<file path="src/rtl/exc_ctrl_pkg.sv">
// Shared processor package: exception FSM state encoding, cause codes and
// the default exception vector table base.
// Latency: n/a (types and constants only).  Backpressure: n/a.
package exc_ctrl_pkg;

    // Exception controller states.
    typedef enum logic [2:0] {
        ST_IDLE    = 3'd0,
        ST_ENTER   = 3'd1,
        ST_VECTOR  = 3'd2,
        ST_HANDLER = 3'd3,
        ST_RETURN  = 3'd4
    } exc_state_e;

    // Cause codes.  External IRQ line i reports CAUSE_IRQ0 + i.
    localparam logic [3:0] CAUSE_NONE    = 4'd0;
    localparam logic [3:0] CAUSE_ILL     = 4'd1;
    localparam logic [3:0] CAUSE_PRIV    = 4'd2;
    localparam logic [3:0] CAUSE_SYSCALL = 4'd3;
    localparam logic [3:0] CAUSE_IRQ0    = 4'd8;

    // Default base address of the exception vector table.
    localparam logic [31:0] EXC_VEC_BASE = 32'h0000_0080;

    // Each vector table entry is 16 bytes, indexed by cause code.
    function automatic logic [31:0] vec_addr(input logic [31:0] base,
                                             input logic [3:0]  cause);
        return base + {24'b0, cause, 4'b0000};
    endfunction

endpackage

</file>
<file path="src/rtl/exc_prio.sv">
// Exception priority encoder: picks the winning event and its cause code.
// Latency: combinational, zero cycles.  Backpressure: none (pure function of inputs).
// Ports: i_ill_instr/i_priv_viol/i_syscall sync events, i_irq/i_ie interrupts,
//        o_valid any qualified event, o_cause cause code of the winner.
module exc_prio
    import exc_ctrl_pkg::*;
#(
    parameter int NIRQ = 4   // at most 8 so that 8+i fits the 4-bit cause
) (
    input  logic            i_ill_instr,
    input  logic            i_priv_viol,
    input  logic            i_syscall,
    input  logic [NIRQ-1:0] i_irq,
    input  logic            i_ie,
    output logic            o_valid,
    output logic [3:0]      o_cause
);

    // Assignments run from lowest to highest priority so the last match wins.
    always_comb begin
        o_valid = 1'b0;
        o_cause = CAUSE_NONE;
        if (i_ie) begin
            for (int i = NIRQ - 1; i >= 0; i--) begin
                if (i_irq[i]) begin
                    o_valid = 1'b1;
                    o_cause = CAUSE_IRQ0 + 4'(i);
                end
            end
        end
        if (i_syscall) begin
            o_valid = 1'b1;
            o_cause = CAUSE_SYSCALL;
        end
        if (i_priv_viol) begin
            o_valid = 1'b1;
            o_cause = CAUSE_PRIV;
        end
        if (i_ill_instr) begin
            o_valid = 1'b1;
            o_cause = CAUSE_ILL;
        end
    end

endmodule

</file>
<file path="src/rtl/exc_ctrl.sv">
// Exception controller: takes exceptions/interrupts, redirects fetch to the
// vector table, and handles return-from-exception back to the saved PC.
// Latency: event to exception/flush strobe one cycle; vec_valid the cycle after.
// Backpressure: vec_valid/vec_pc held stable until pc_ack; events ignored meanwhile.
// Ports: clk/rst (async active-low), irq/ie/ill_instr/priv_viol/syscall events,
//        rfe_req, pc_in, pc_ack; exception/rfe/flush strobes, vec_valid/vec_pc
//        redirect, epc/cause saved state.
module exc_ctrl
    import exc_ctrl_pkg::*;
#(
    parameter int          NIRQ     = 4,
    parameter logic [31:0] VEC_BASE = EXC_VEC_BASE
) (
    input  logic            clk,
    input  logic            rst,
    input  logic [NIRQ-1:0] irq,
    input  logic            ie,
    input  logic            ill_instr,
    input  logic            priv_viol,
    input  logic            syscall,
    input  logic            rfe_req,
    input  logic [31:0]     pc_in,
    input  logic            pc_ack,
    output logic            exception,
    output logic            rfe,
    output logic            flush,
    output logic            vec_valid,
    output logic [31:0]     vec_pc,
    output logic [31:0]     epc,
    output logic [3:0]      cause
);

    exc_state_e  r_state;
    exc_state_e  w_state_nxt;

    logic        w_evt_vld;
    logic [3:0]  w_evt_cause;

    logic        r_exception;
    logic        r_rfe;
    logic        r_flush;
    logic        r_vec_valid;
    logic [31:0] r_vec_pc;
    logic [31:0] r_epc;
    logic [3:0]  r_cause;

    logic        w_exception_nxt;
    logic        w_rfe_nxt;
    logic        w_flush_nxt;
    logic        w_vec_valid_nxt;
    logic [31:0] w_vec_pc_nxt;

    exc_prio #(
        .NIRQ (NIRQ)
    ) u_prio (
        .i_ill_instr (ill_instr),
        .i_priv_viol (priv_viol),
        .i_syscall   (syscall),
        .i_irq       (irq),
        .i_ie        (ie),
        .o_valid     (w_evt_vld),
        .o_cause     (w_evt_cause)
    );

    // State register.
    always_ff @(posedge clk or negedge rst) begin
        if (!rst) begin
            r_state <= ST_IDLE;
        end else begin
            r_state <= w_state_nxt;
        end
    end

    // Next-state logic.  Events are only looked at in IDLE and HANDLER; in the
    // other states the pipeline is being flushed and anything seen is stale.
    always_comb begin
        w_state_nxt = r_state;
        case (r_state)
            ST_IDLE: begin
                if (w_evt_vld) w_state_nxt = ST_ENTER;
            end
            ST_ENTER: begin
                w_state_nxt = ST_VECTOR;
            end
            ST_VECTOR: begin
                if (pc_ack) w_state_nxt = ST_HANDLER;
            end
            ST_HANDLER: begin
                // A new exception beats a simultaneous rfe; the rfe is dropped.
                if (w_evt_vld)    w_state_nxt = ST_ENTER;
                else if (rfe_req) w_state_nxt = ST_RETURN;
            end
            ST_RETURN: begin
                if (pc_ack) w_state_nxt = ST_IDLE;
            end
            default: begin
                w_state_nxt = ST_IDLE;
            end
        endcase
    end

    // Output logic: computes the value each output flop takes on the coming
    // edge, so the strobes line up with the state they belong to while still
    // coming straight out of flops.
    always_comb begin
        w_exception_nxt = (w_state_nxt == ST_ENTER);
        w_rfe_nxt       = (r_state == ST_HANDLER) && (w_state_nxt == ST_RETURN);
        w_flush_nxt     = w_exception_nxt || w_rfe_nxt;
        w_vec_valid_nxt = (w_state_nxt == ST_VECTOR) || (w_state_nxt == ST_RETURN);
        w_vec_pc_nxt    = 32'h0;
        // r_cause / r_epc are already settled when these states are entered.
        if (w_state_nxt == ST_VECTOR) w_vec_pc_nxt = vec_addr(VEC_BASE, r_cause);
        if (w_state_nxt == ST_RETURN) w_vec_pc_nxt = r_epc;
    end

    always_ff @(posedge clk or negedge rst) begin
        if (!rst) begin
            r_exception <= 1'b0;
            r_rfe       <= 1'b0;
            r_flush     <= 1'b0;
            r_vec_valid <= 1'b0;
            r_vec_pc    <= 32'h0;
            r_epc       <= 32'h0;
            r_cause     <= CAUSE_NONE;
        end else begin
            r_exception <= w_exception_nxt;
            r_rfe       <= w_rfe_nxt;
            r_flush     <= w_flush_nxt;
            r_vec_valid <= w_vec_valid_nxt;
            r_vec_pc    <= w_vec_pc_nxt;
            if (w_exception_nxt) begin
                r_epc   <= pc_in;
                r_cause <= w_evt_cause;
            end
        end
    end

    assign exception = r_exception;
    assign rfe       = r_rfe;
    assign flush     = r_flush;
    assign vec_valid = r_vec_valid;
    assign vec_pc    = r_vec_pc;
    assign epc       = r_epc;
    assign cause     = r_cause;

endmodule

</file>
<file path="config.mk">
export PLATFORM = sky130hd
export DESIGN_NAME = exc_ctrl
export DESIGN_NICKNAME = d
export VERILOG_FILES = /design/src/rtl/exc_ctrl_pkg.sv /design/src/rtl/exc_prio.sv /design/src/rtl/exc_ctrl.sv
export SDC_FILE = /design/constraint.sdc
export NUM_CORES = 1
export LEC_CHECK = 0
export CAP_MARGIN = 20
export CORE_MARGIN = 2
export CORE_UTILIZATION = 44
export CTS_BUF_LIST = sky130_fd_sc_hd__clkbuf_8
export CTS_CLUSTER_SIZE = 8
export DETAILED_ROUTE_END_ITERATION = 12
export HOLD_SLACK_MARGIN = 0.1
export PLACE_DENSITY = 0.92
export RECOVER_POWER = 100
export SETUP_SLACK_MARGIN = 0.05
export SYNTH_ARGS = -nofsm -noshare
export SYNTH_HDL_FRONTEND = slang
export SYNTH_HIERARCHICAL = 1
export SYNTH_SLANG_ARGS = --single-unit
</file>
<file path="constraint.sdc">
create_clock -name clk -period 2.3 [get_ports clk]
set_clock_uncertainty 0.2 [all_clocks]
set_input_delay 0.345 -clock clk [delete_from_list [all_inputs] [get_ports clk]]
set_output_delay 0.345 -clock clk [all_outputs]
set_load 0.02 [all_outputs]
</file>
# Word level (Yosys, flattened, before mapping)
# Index checks and enable logic that the tools add are counted.
# word_totals
reg_bits	75
in_bits	44
output_inout_bits	72
wordCells	44
# op_classes
n_addsub	1
eq_ne	7
n_mux	24
n_reduce_logical	4
# ops
op	n
$mux 32	1
$mux 4	8
$mux 3	5
$pmux 3 s5	1
$add 8x8->9 const A	1
$eq 3x2->1 const B	3
$mux 9	1
$mux 1	8
$eq 3x1->1 const B	2
$eq 3x3->1 const B	2
$logic_not 3->1	1
$logic_or 1x1->1	2
$logic_and 1x1->1	1

# Depth between registers and ports, before layout
# Gate-level depths: netlist of run 1.
# logic_depth
ltp_word	13
depth_mapped	6
mapped_depth_nobuf	5

# Cells and area by module
# Netlist of run 1, hierarchy kept.
# by_module_without_submodules
mod	n_inst	cells_per_inst	area_each_um2	seq_area_each_um2
exc_ctrl	1	168	2673.8	1876.8
exc_prio	1	16	85.1	0.0

# Worst setup path after synthesis of run 1
# OpenSTA, ideal clock, no wires.
# synth_path
path_kind	input port to flip-flop
start	in irq[2]
end	reg r_epc[13], in the netlist epc[13]
setup_ns	0.127
t_arrival_ns	1.662
t_required_ns	1.973
path_slack_ns	0.310
path_stages	6
path_buffers	2
cell_sequence	o41ai_1 > nand2_1 > nor4b_2 > buf_4 > buf_6 > mux2_1
# synth_via
elab_chain_cells	10
word_cells_on_any_way	11
cone_classes	eq/ne: 1; mux: 10
# synth_rtl
element	line_no	rtl
start, declared	exc_ctrl.sv:16	input logic [NIRQ-1:0] irq,
$mux 1 (*) (3 in a row)	exc_prio.sv:25	if (i_irq[i]) begin
$mux 1 (*)	exc_prio.sv:23	if (i_ie) begin
$mux 1 (*)	exc_prio.sv:31	if (i_syscall) begin
$mux 1 (*)	exc_prio.sv:35	if (i_priv_viol) begin
$mux 1 (*)	exc_prio.sv:39	if (i_ill_instr) begin
named net w_evt_vld	exc_ctrl.sv:36	logic w_evt_vld;
$mux 3 (on tied branches)	exc_ctrl.sv:90, exc_ctrl.sv:80	
$pmux 3 s5 (*)	exc_ctrl.sv:78	case (r_state)
$eq 3x1->1 (*)	exc_ctrl.sv:106	w_exception_nxt = (w_state_nxt == ST_ENTER);
end signal, assigned	exc_ctrl.sv:132	r_epc <= pc_in;
end, declared	exc_ctrl.sv:44	logic [31:0] r_epc;
# Mark *: on every way through the listed nets, which the timed path passes. The rest lies on a longest branch.
# A chain may end at the register's enable or synchronous reset.

# Worst setup path after layout of run 1
# layout_path
start	in irq[2]
end	reg r_vec_pc[2], in the netlist vec_pc[2]
# layout_via
elab_chain_cells	12
word_cells_on_any_way	14
cone_classes	eq/ne: 2; mux: 12
# layout_rtl
element	line_no	rtl
$mux 1 (*) (3 in a row)	exc_prio.sv:25	
$mux 1 (*)	exc_prio.sv:23	
$mux 1 (*)	exc_prio.sv:31	
$mux 1 (*)	exc_prio.sv:35	
$mux 1 (*)	exc_prio.sv:39	
named net w_evt_vld	exc_ctrl.sv:36	
$mux 3 (on tied branches)	exc_ctrl.sv:90, exc_ctrl.sv:80	
$pmux 3 s5 (*)	exc_ctrl.sv:78	
$eq 3x2->1	exc_ctrl.sv:112	if (w_state_nxt == ST_VECTOR) w_vec_pc_nxt = vec_addr(VEC_BASE, r_cause);
$mux 9	exc_ctrl.sv:112	
$mux 32 (*)	exc_ctrl.sv:113	if (w_state_nxt == ST_RETURN) w_vec_pc_nxt = r_epc;
named net w_vec_pc_nxt[2]	exc_ctrl.sv:51	logic [31:0] w_vec_pc_nxt;
end signal, assigned	exc_ctrl.sv:130	r_vec_pc <= w_vec_pc_nxt;
end, declared	exc_ctrl.sv:43	logic [31:0] r_vec_pc;
# Marked as above.

==> results of run 1 <==
## area by class of cell
| type | instances | area, sq um |
|---|---|---|
| Clock buffer | 9 | 124 |
| Fill cell | 434 | 1700 |
| Clock inverter | 7 | 92.6 |
| Multi-Input combinational cell | 97 | 826 |
| Sequential cell | 75 | 1880 |
| Timing Repair Buffer | 127 | 1260 |
| Inverter | 4 | 15.0 |
| Tap cell | 75 | 93.8 |
## cells by family after synthesis
| logic type | after synthesis | share of synthesized area |
|---|---|---|
| compound gates | 14 | 0.0399 |
| buf+inv | 12 | 0.0263 |
| flops | 75 | 0.680 |
| mux | 36 | 0.147 |
| other cells | 1 | 0.00136 |
| simple gates | 46 | 0.105 |
## state kept, by name (all words and copies together) (netlist names)
signal     flops
epc           32
r_state        3
rfe            1
vec_pc        32
cause          4
vec_valid      1
exception      1
flush          1
## path summary, 6_finish.rpt
kind / from / end / cells after the start
max in group asynchronous: rst / epc[13] / 3
hold reg to reg: epc[2] / epc[2] / 1
setup reg to reg: r_state[1] / epc[19] / 4
setup / recovery: irq[2] / vec_pc[2] / 7
min in group asynchronous: rst / vec_pc[10] / 2
hold / removal: epc[2] / epc[2] / 1
## routing by layer
layer	vias to the layer above	wire length (microns)	track usage
li1	882	-	-
met1	922	2390	0.237
met2	69	3360	0.328
met3	15	321	0.0507
met4	0	136	0.0730
met5	-	0	0
## cell usage after synthesis
cell / number / area [sq um]
a21oi_1: 4 / 20.0
a22o_1: 5 / 43.8
and2_1: 27 / 169
buf_2: 4 / 20.0
buf_4: 2 / 15.0
buf_6: 2 / 22.5
conb_1: 1 / 3.75
dfrtp_1: 75 / 1880
inv_1: 4 / 15.0
mux2_1: 36 / 405
nand2_1: 2 / 7.51
nand4b_1: 1 / 8.76
nor2_1: 4 / 15.0
nor2b_1: 2 / 12.5
nor2b_2: 1 / 8.76
nor3_1: 2 / 10.0
nor3b_1: 1 / 7.51
nor4_1: 1 / 6.26
nor4b_2: 1 / 15.0
o211a_1: 1 / 10.0
o21ai_2: 1 / 8.76
o21ba_2: 1 / 10.0
o41ai_1: 2 / 17.5
or2_1: 2 / 12.5
or4_1: 1 / 7.51
or4b_1: 1 / 10.0
## worst max-delay path, cell delays in order
cell and delay, ps:
clkdlybuf4s50_1 460, o41ai_2 400, nand2_1 170, nand4b_1 250, o21ai_2 160, buf_4 230, and2_0 170
## where the power goes
part           internal (W)  total [W]  switching (W)
Combinational       0.00106    0.00215        0.00109
Sequential          0.00173    0.00200       0.000268
Clock              0.000609    0.00108       0.000467
## repair_timing
action	CTS	global route
setup endpoints to repair	0	37
hold buffers	1	0
resized for setup	0	1
setup buffers	0	0
hold endpoints to repair	29	0
## through the flow
| step | setup TNS, ps | power (W) |
|---|---|---|
| final | 0 | 0.00523 |
| after global routing | 0 | 0.00554 |
| after CTS | 0 | 0.00547 |
| after detailed placement | -14200 | 0.00436 |
| after global placement | -8900 | 0.00427 |
| after floorplan | 0 | 0.00319 |
==> metrics, run 1 <==
post-synthesis area per instance between 10 and 15 sq um; synthesized area ~0.0028 sq mm; clock slew at reported path FFs 70 ps; Synth cell types 26; share of layout cells above drive strength 1 0.100; first-pass iteration count of the detailed router 4; most frequent cells in the layout 75 x dfrtp_1, 73 x dlygate4sd3_1, 42 x clkdlybuf4s50_1; post-route cell area 0.00429 sq mm; Crit Path Category input port to flop; Core ar. about 0.006 sq mm; pin count of the biggest net entering global routing 47; Pleak slightly above 2 nW; cell area after placement a little over 0.004 sq mm; crit share post-route 0.929; worst reg2reg setup slack about 340 ps; hold crit path type flop to flop; initial antenna violation count 0; CTS H-tree depth 3; commonest non-fill, non-tap cell in the layout dfrtp_1; WP data arrival 2200 ps; IO buf count approximately 120; Final Max Tran Viols 0; Via-to-Cell Ratio between 4 and 5; Final Non-Filler Cells 394; routability congestion estimate 0.772; final-report setup violation count 0; # IOs about 120; DR iter-0 viols 95; post-synthesis sequential area ratio 0.680; maxcap violations 0; Worst-Margin Slew around 730 ps; Worst Hold Margin around 300 ps; Final Util 0.716; Clock Sinks 75; area delta synth->final 55.6%; Slew headroom 0.514; Worst Path Required ~2400 ps; vias in the first global route ~2000; Yosys reg bits between 70 and 80; maximum root-to-sink buffer count 2; worst-path fanout max 19; maximum vdd drop 0.000726 V; Die W between 80 and 90 microns; Synth Warn # 6; outcome finished clean; final hold vios 0; cell area power density between 1000 and 1500 mW/mm^2; Worst setup EP type flop; total gr overflow 0; cells after synthesis between 150 and 200; DR WL/cell approximately 16 microns; CTS tree yes; # diodes 0; DRC Markers 0; Final nets around 360; clock latency at the later pin of the worst-skew pair ~330 ps; DP HPWL between 4000 and 5000 microns; Startpoint Class input port; dpl ws -260 ps; Die ar. around 0.0069 sq mm; Antenna Nets Post-Route 0; cts bufs inserted 9; Syn Nets between 200 and 250; first-pass GRT wire length 10400 microns; Final Critical Period between 2000 and 2500 ps; RSZ-0062 raised after global routing false; root buf cell clkbuf_8; row count 28; gr usage total 0.193; drt total wl just over 6000 microns; total number of vias 1888; Starting Density 0.461; dpl cells between 300 and 400; Final Worst Setup Slack 163 ps; die height around 83 microns; Max Clk Rate between 0.4 and 0.5 GHz
No activity file was read; power rests on OpenSTA's default activity.
==> inputs of run 2 (changes only) <==
--- a/config.mk
+++ b/config.mk
@@ -7,15 +7,14 @@
 export LEC_CHECK = 0
 export CAP_MARGIN = 20
 export CORE_MARGIN = 2
-export CORE_UTILIZATION = 44
+export CORE_UTILIZATION = 45
 export CTS_BUF_LIST = sky130_fd_sc_hd__clkbuf_8
 export CTS_CLUSTER_SIZE = 8
 export DETAILED_ROUTE_END_ITERATION = 12
 export HOLD_SLACK_MARGIN = 0.1
-export PLACE_DENSITY = 0.92
+export PLACE_DENSITY = 0.93
 export RECOVER_POWER = 100
 export SETUP_SLACK_MARGIN = 0.05
 export SYNTH_ARGS = -nofsm -noshare
 export SYNTH_HDL_FRONTEND = slang
-export SYNTH_HIERARCHICAL = 1
 export SYNTH_SLANG_ARGS = --single-unit
==> metrics, run 2 <==
cells after synthesis 189; die height roughly 84 microns; IO buf count 114; Synth Warn # 0; Syn Nets 233; maxcap violations 0; Die W between 80 and 90 microns; gr busiest metal met2; Yosys reg bits 74; total number of vias roughly 1900; DR iter-0 viols 29; Fillers ~500; DR WL/cell 15.3 microns; dpl ws -177 ps; gr usage total 0.182; clock slew at reported path FFs approximately 70 ps; post-synthesis sequential area ratio 0.637; final-report setup violation count 0; final hold vios 0; cell area power density 1220 mW/mm^2; Pleak 2.02 nW; vias in the first global route a little over 2000; Tot Pwr ~0.0053 W; post-synthesis area per instance 15.4 sq um; Startpoint Class input port; share of layout cells above drive strength 1 0.111; total gr overflow 0; Crit Path Category input port to flop; hold crit path type flop to flop; Post-synth ARST share 1.00; worst-path fanout max 26; WP data arrival ~2100 ps; met2 Usage GRT 0.323; area delta synth->final 48.5%; RSZ-0062 raised after global routing false; drt total wl around 6200 microns; pin count of the biggest net entering global routing 41; CTS tree yes; outcome finished clean; Post-synth EDFFs 0; Antenna Nets Post-Route 0; CTS H-tree depth 3; Slowest-stage cell, CP clkdlybuf4s50_1; synthesized area about 0.0029 sq mm; Clock Sinks between 70 and 80; GRT met3 Usage 0.0374; Worst setup EP type flop; Final Critical Period around 2100 ps; initial antenna violation count 0; cts bufs inserted 9; DP HPWL about 4700 microns; # diodes 0; DRC Markers 0; Slew headroom 0.421; root buf cell clkbuf_8; # IOs between 100 and 150; row count 29; Core ar. about 0.0063 sq mm; Starting Density 0.461; Final nets between 300 and 400; Max Clk Rate about 0.47 GHz; top-area cell type share of the netlist area 0.637; clock latency at the later pin of the worst-skew pair roughly 330 ps; routability congestion estimate 0.750; synth cell count leaders 74 x dfrtp_1, 30 x mux2_4, 29 x and2_1, 7 x buf_6, 5 x nand2_1; Worst Path Required approximately 2300 ps; setup_tns 0 ps; post-route cell area ~0.0043 sq mm; crit share post-route 0.926; first-pass iteration count of the detailed router 4; maximum vdd drop 0.000720 V; most common cell in the netlist dfrtp_1; most frequent cells in the layout 74 x dfrtp_1, 72 x dlygate4sd3_1, 42 x clkdlybuf4s50_1; first-pass GRT wire length ~10000 microns; commonest non-fill, non-tap cell in the layout dfrtp_1; CP cell instances clkdlybuf4s50_1 > o41ai_4 > nand2_1 > o221ai_4 > buf_12 > mux2_1; Worst-Margin Slew slightly below 900 ps; r2r startpoint r_state[2]; M1 GR Usage 0.214; Final Max Tran Viols 0; maximum root-to-sink buffer count 2; Final Worst Setup Slack 170 ps; Via-to-Cell Ratio roughly 4.7; Die ar. around 0.0071 sq mm; cell area after placement approximately 0.0042 sq mm; Critical Path Start irq[1]; CP max stage delay roughly 460 ps; Worst Hold Margin 301 ps; Top FF cell, synth dfrtp_1; synth top area cells dfrtp_1 64%, mux2_4 15%, and2_1 6.2%; dominant cell type by area after synthesis dfrtp_1; Synth cell types 29; Hold Startpoint epc[2]
[run 2: cell count changes in the layout (fill, tap and decap cells not counted), moves of 2 or more]
cell	previous run	this run
nor3_1	2	4
a22o_1	5	3
mux2_1	36	31
nand2b_1	0	4
and2_0	13	15
nand2_1	2	6
buf_12	2	4
o21ai_0	0	3
clkbuf_4	2	0
clkbuf_1	0	2
or2_1	2	0
[run 2: layer usage]
metal  wire length, microns  part of all wire  up-vias
met1                   2470              0.40      927
met2                   3380              0.55       61
met5                      0                 0        -
li1                       -                 -      893
met3                    232             0.038        8
met4                     88             0.014        0
[run 2: worst paths after layout]
kind                              end  depth (start not counted)  slack [ps]
min in group asynchronous  vec_pc[19]                          2         460
hold / removal              vec_pc[2]                          1         300
max in group asynchronous   vec_pc[8]                          3         740
hold reg to reg             vec_pc[2]                          1         300
setup reg to reg              epc[20]                          5         420
setup / recovery              epc[20]                          6         170
[run 2: area by class of cell]
cell class	instances	area [sq um]	area share
clock buffers	10	138	0.0319
well taps	77	96.3	0.0223
flip-flops and latches	74	1850	0.429
clock inverters	6	88.8	0.0206
repair buffers	128	1290	0.298
inverters	5	18.8	0.00434
multi-input cells	102	841	0.195
[run 2: cell families (layout without fill, tap and decap cells)]
logic type | after synthesis | in the layout | share of synthesized area
multiplexers | 32 | 32 | 0.163
other | 1 | 1 | 0.00129
flip-flops | 74 | 74 | 0.637
buffers and inverters | 13 | 149 | 0.0361
AO/OA/AOI/OAI | 16 | 16 | 0.0538
AND/OR/NAND/NOR | 53 | 53 | 0.110
[run 2: critical path: cells and delay by family]
kind | cells | cell delay, ps
buffers and inverters | 2 | 680
AOI/OAI and AO/OA | 2 | 600
muxes | 1 | 350
and+or+nand+nor | 1 | 150
[run 2: per-stage QoR]
stage | cells | utilization
after global routing | 402 | 0.684
after detailed placement | 385 | 0.666
after CTS | 402 | 0.704
after floorplan | 189 | -
final | 402 | 0.684
after global placement | 385 | 0.666
[run 2: timing repair]
action                    4_1_cts  5_1_grt
hold endpoints to repair       34        0
gates resized for setup         0        0
setup buffers                   0        0
hold buffers                    1        0
[run 2: power by group]
part / internal [W] / switching, W / total, W / leakage [nW]
registers: 0.00170 / 0.000273 / 0.00198 / 0.943
clock network: 0.000642 / 0.000473 / 0.00111 / 0.109
logic: 0.00106 / 0.00112 / 0.00218 / 0.971
total: 0.00341 / 0.00186 / 0.00527 / 2.02
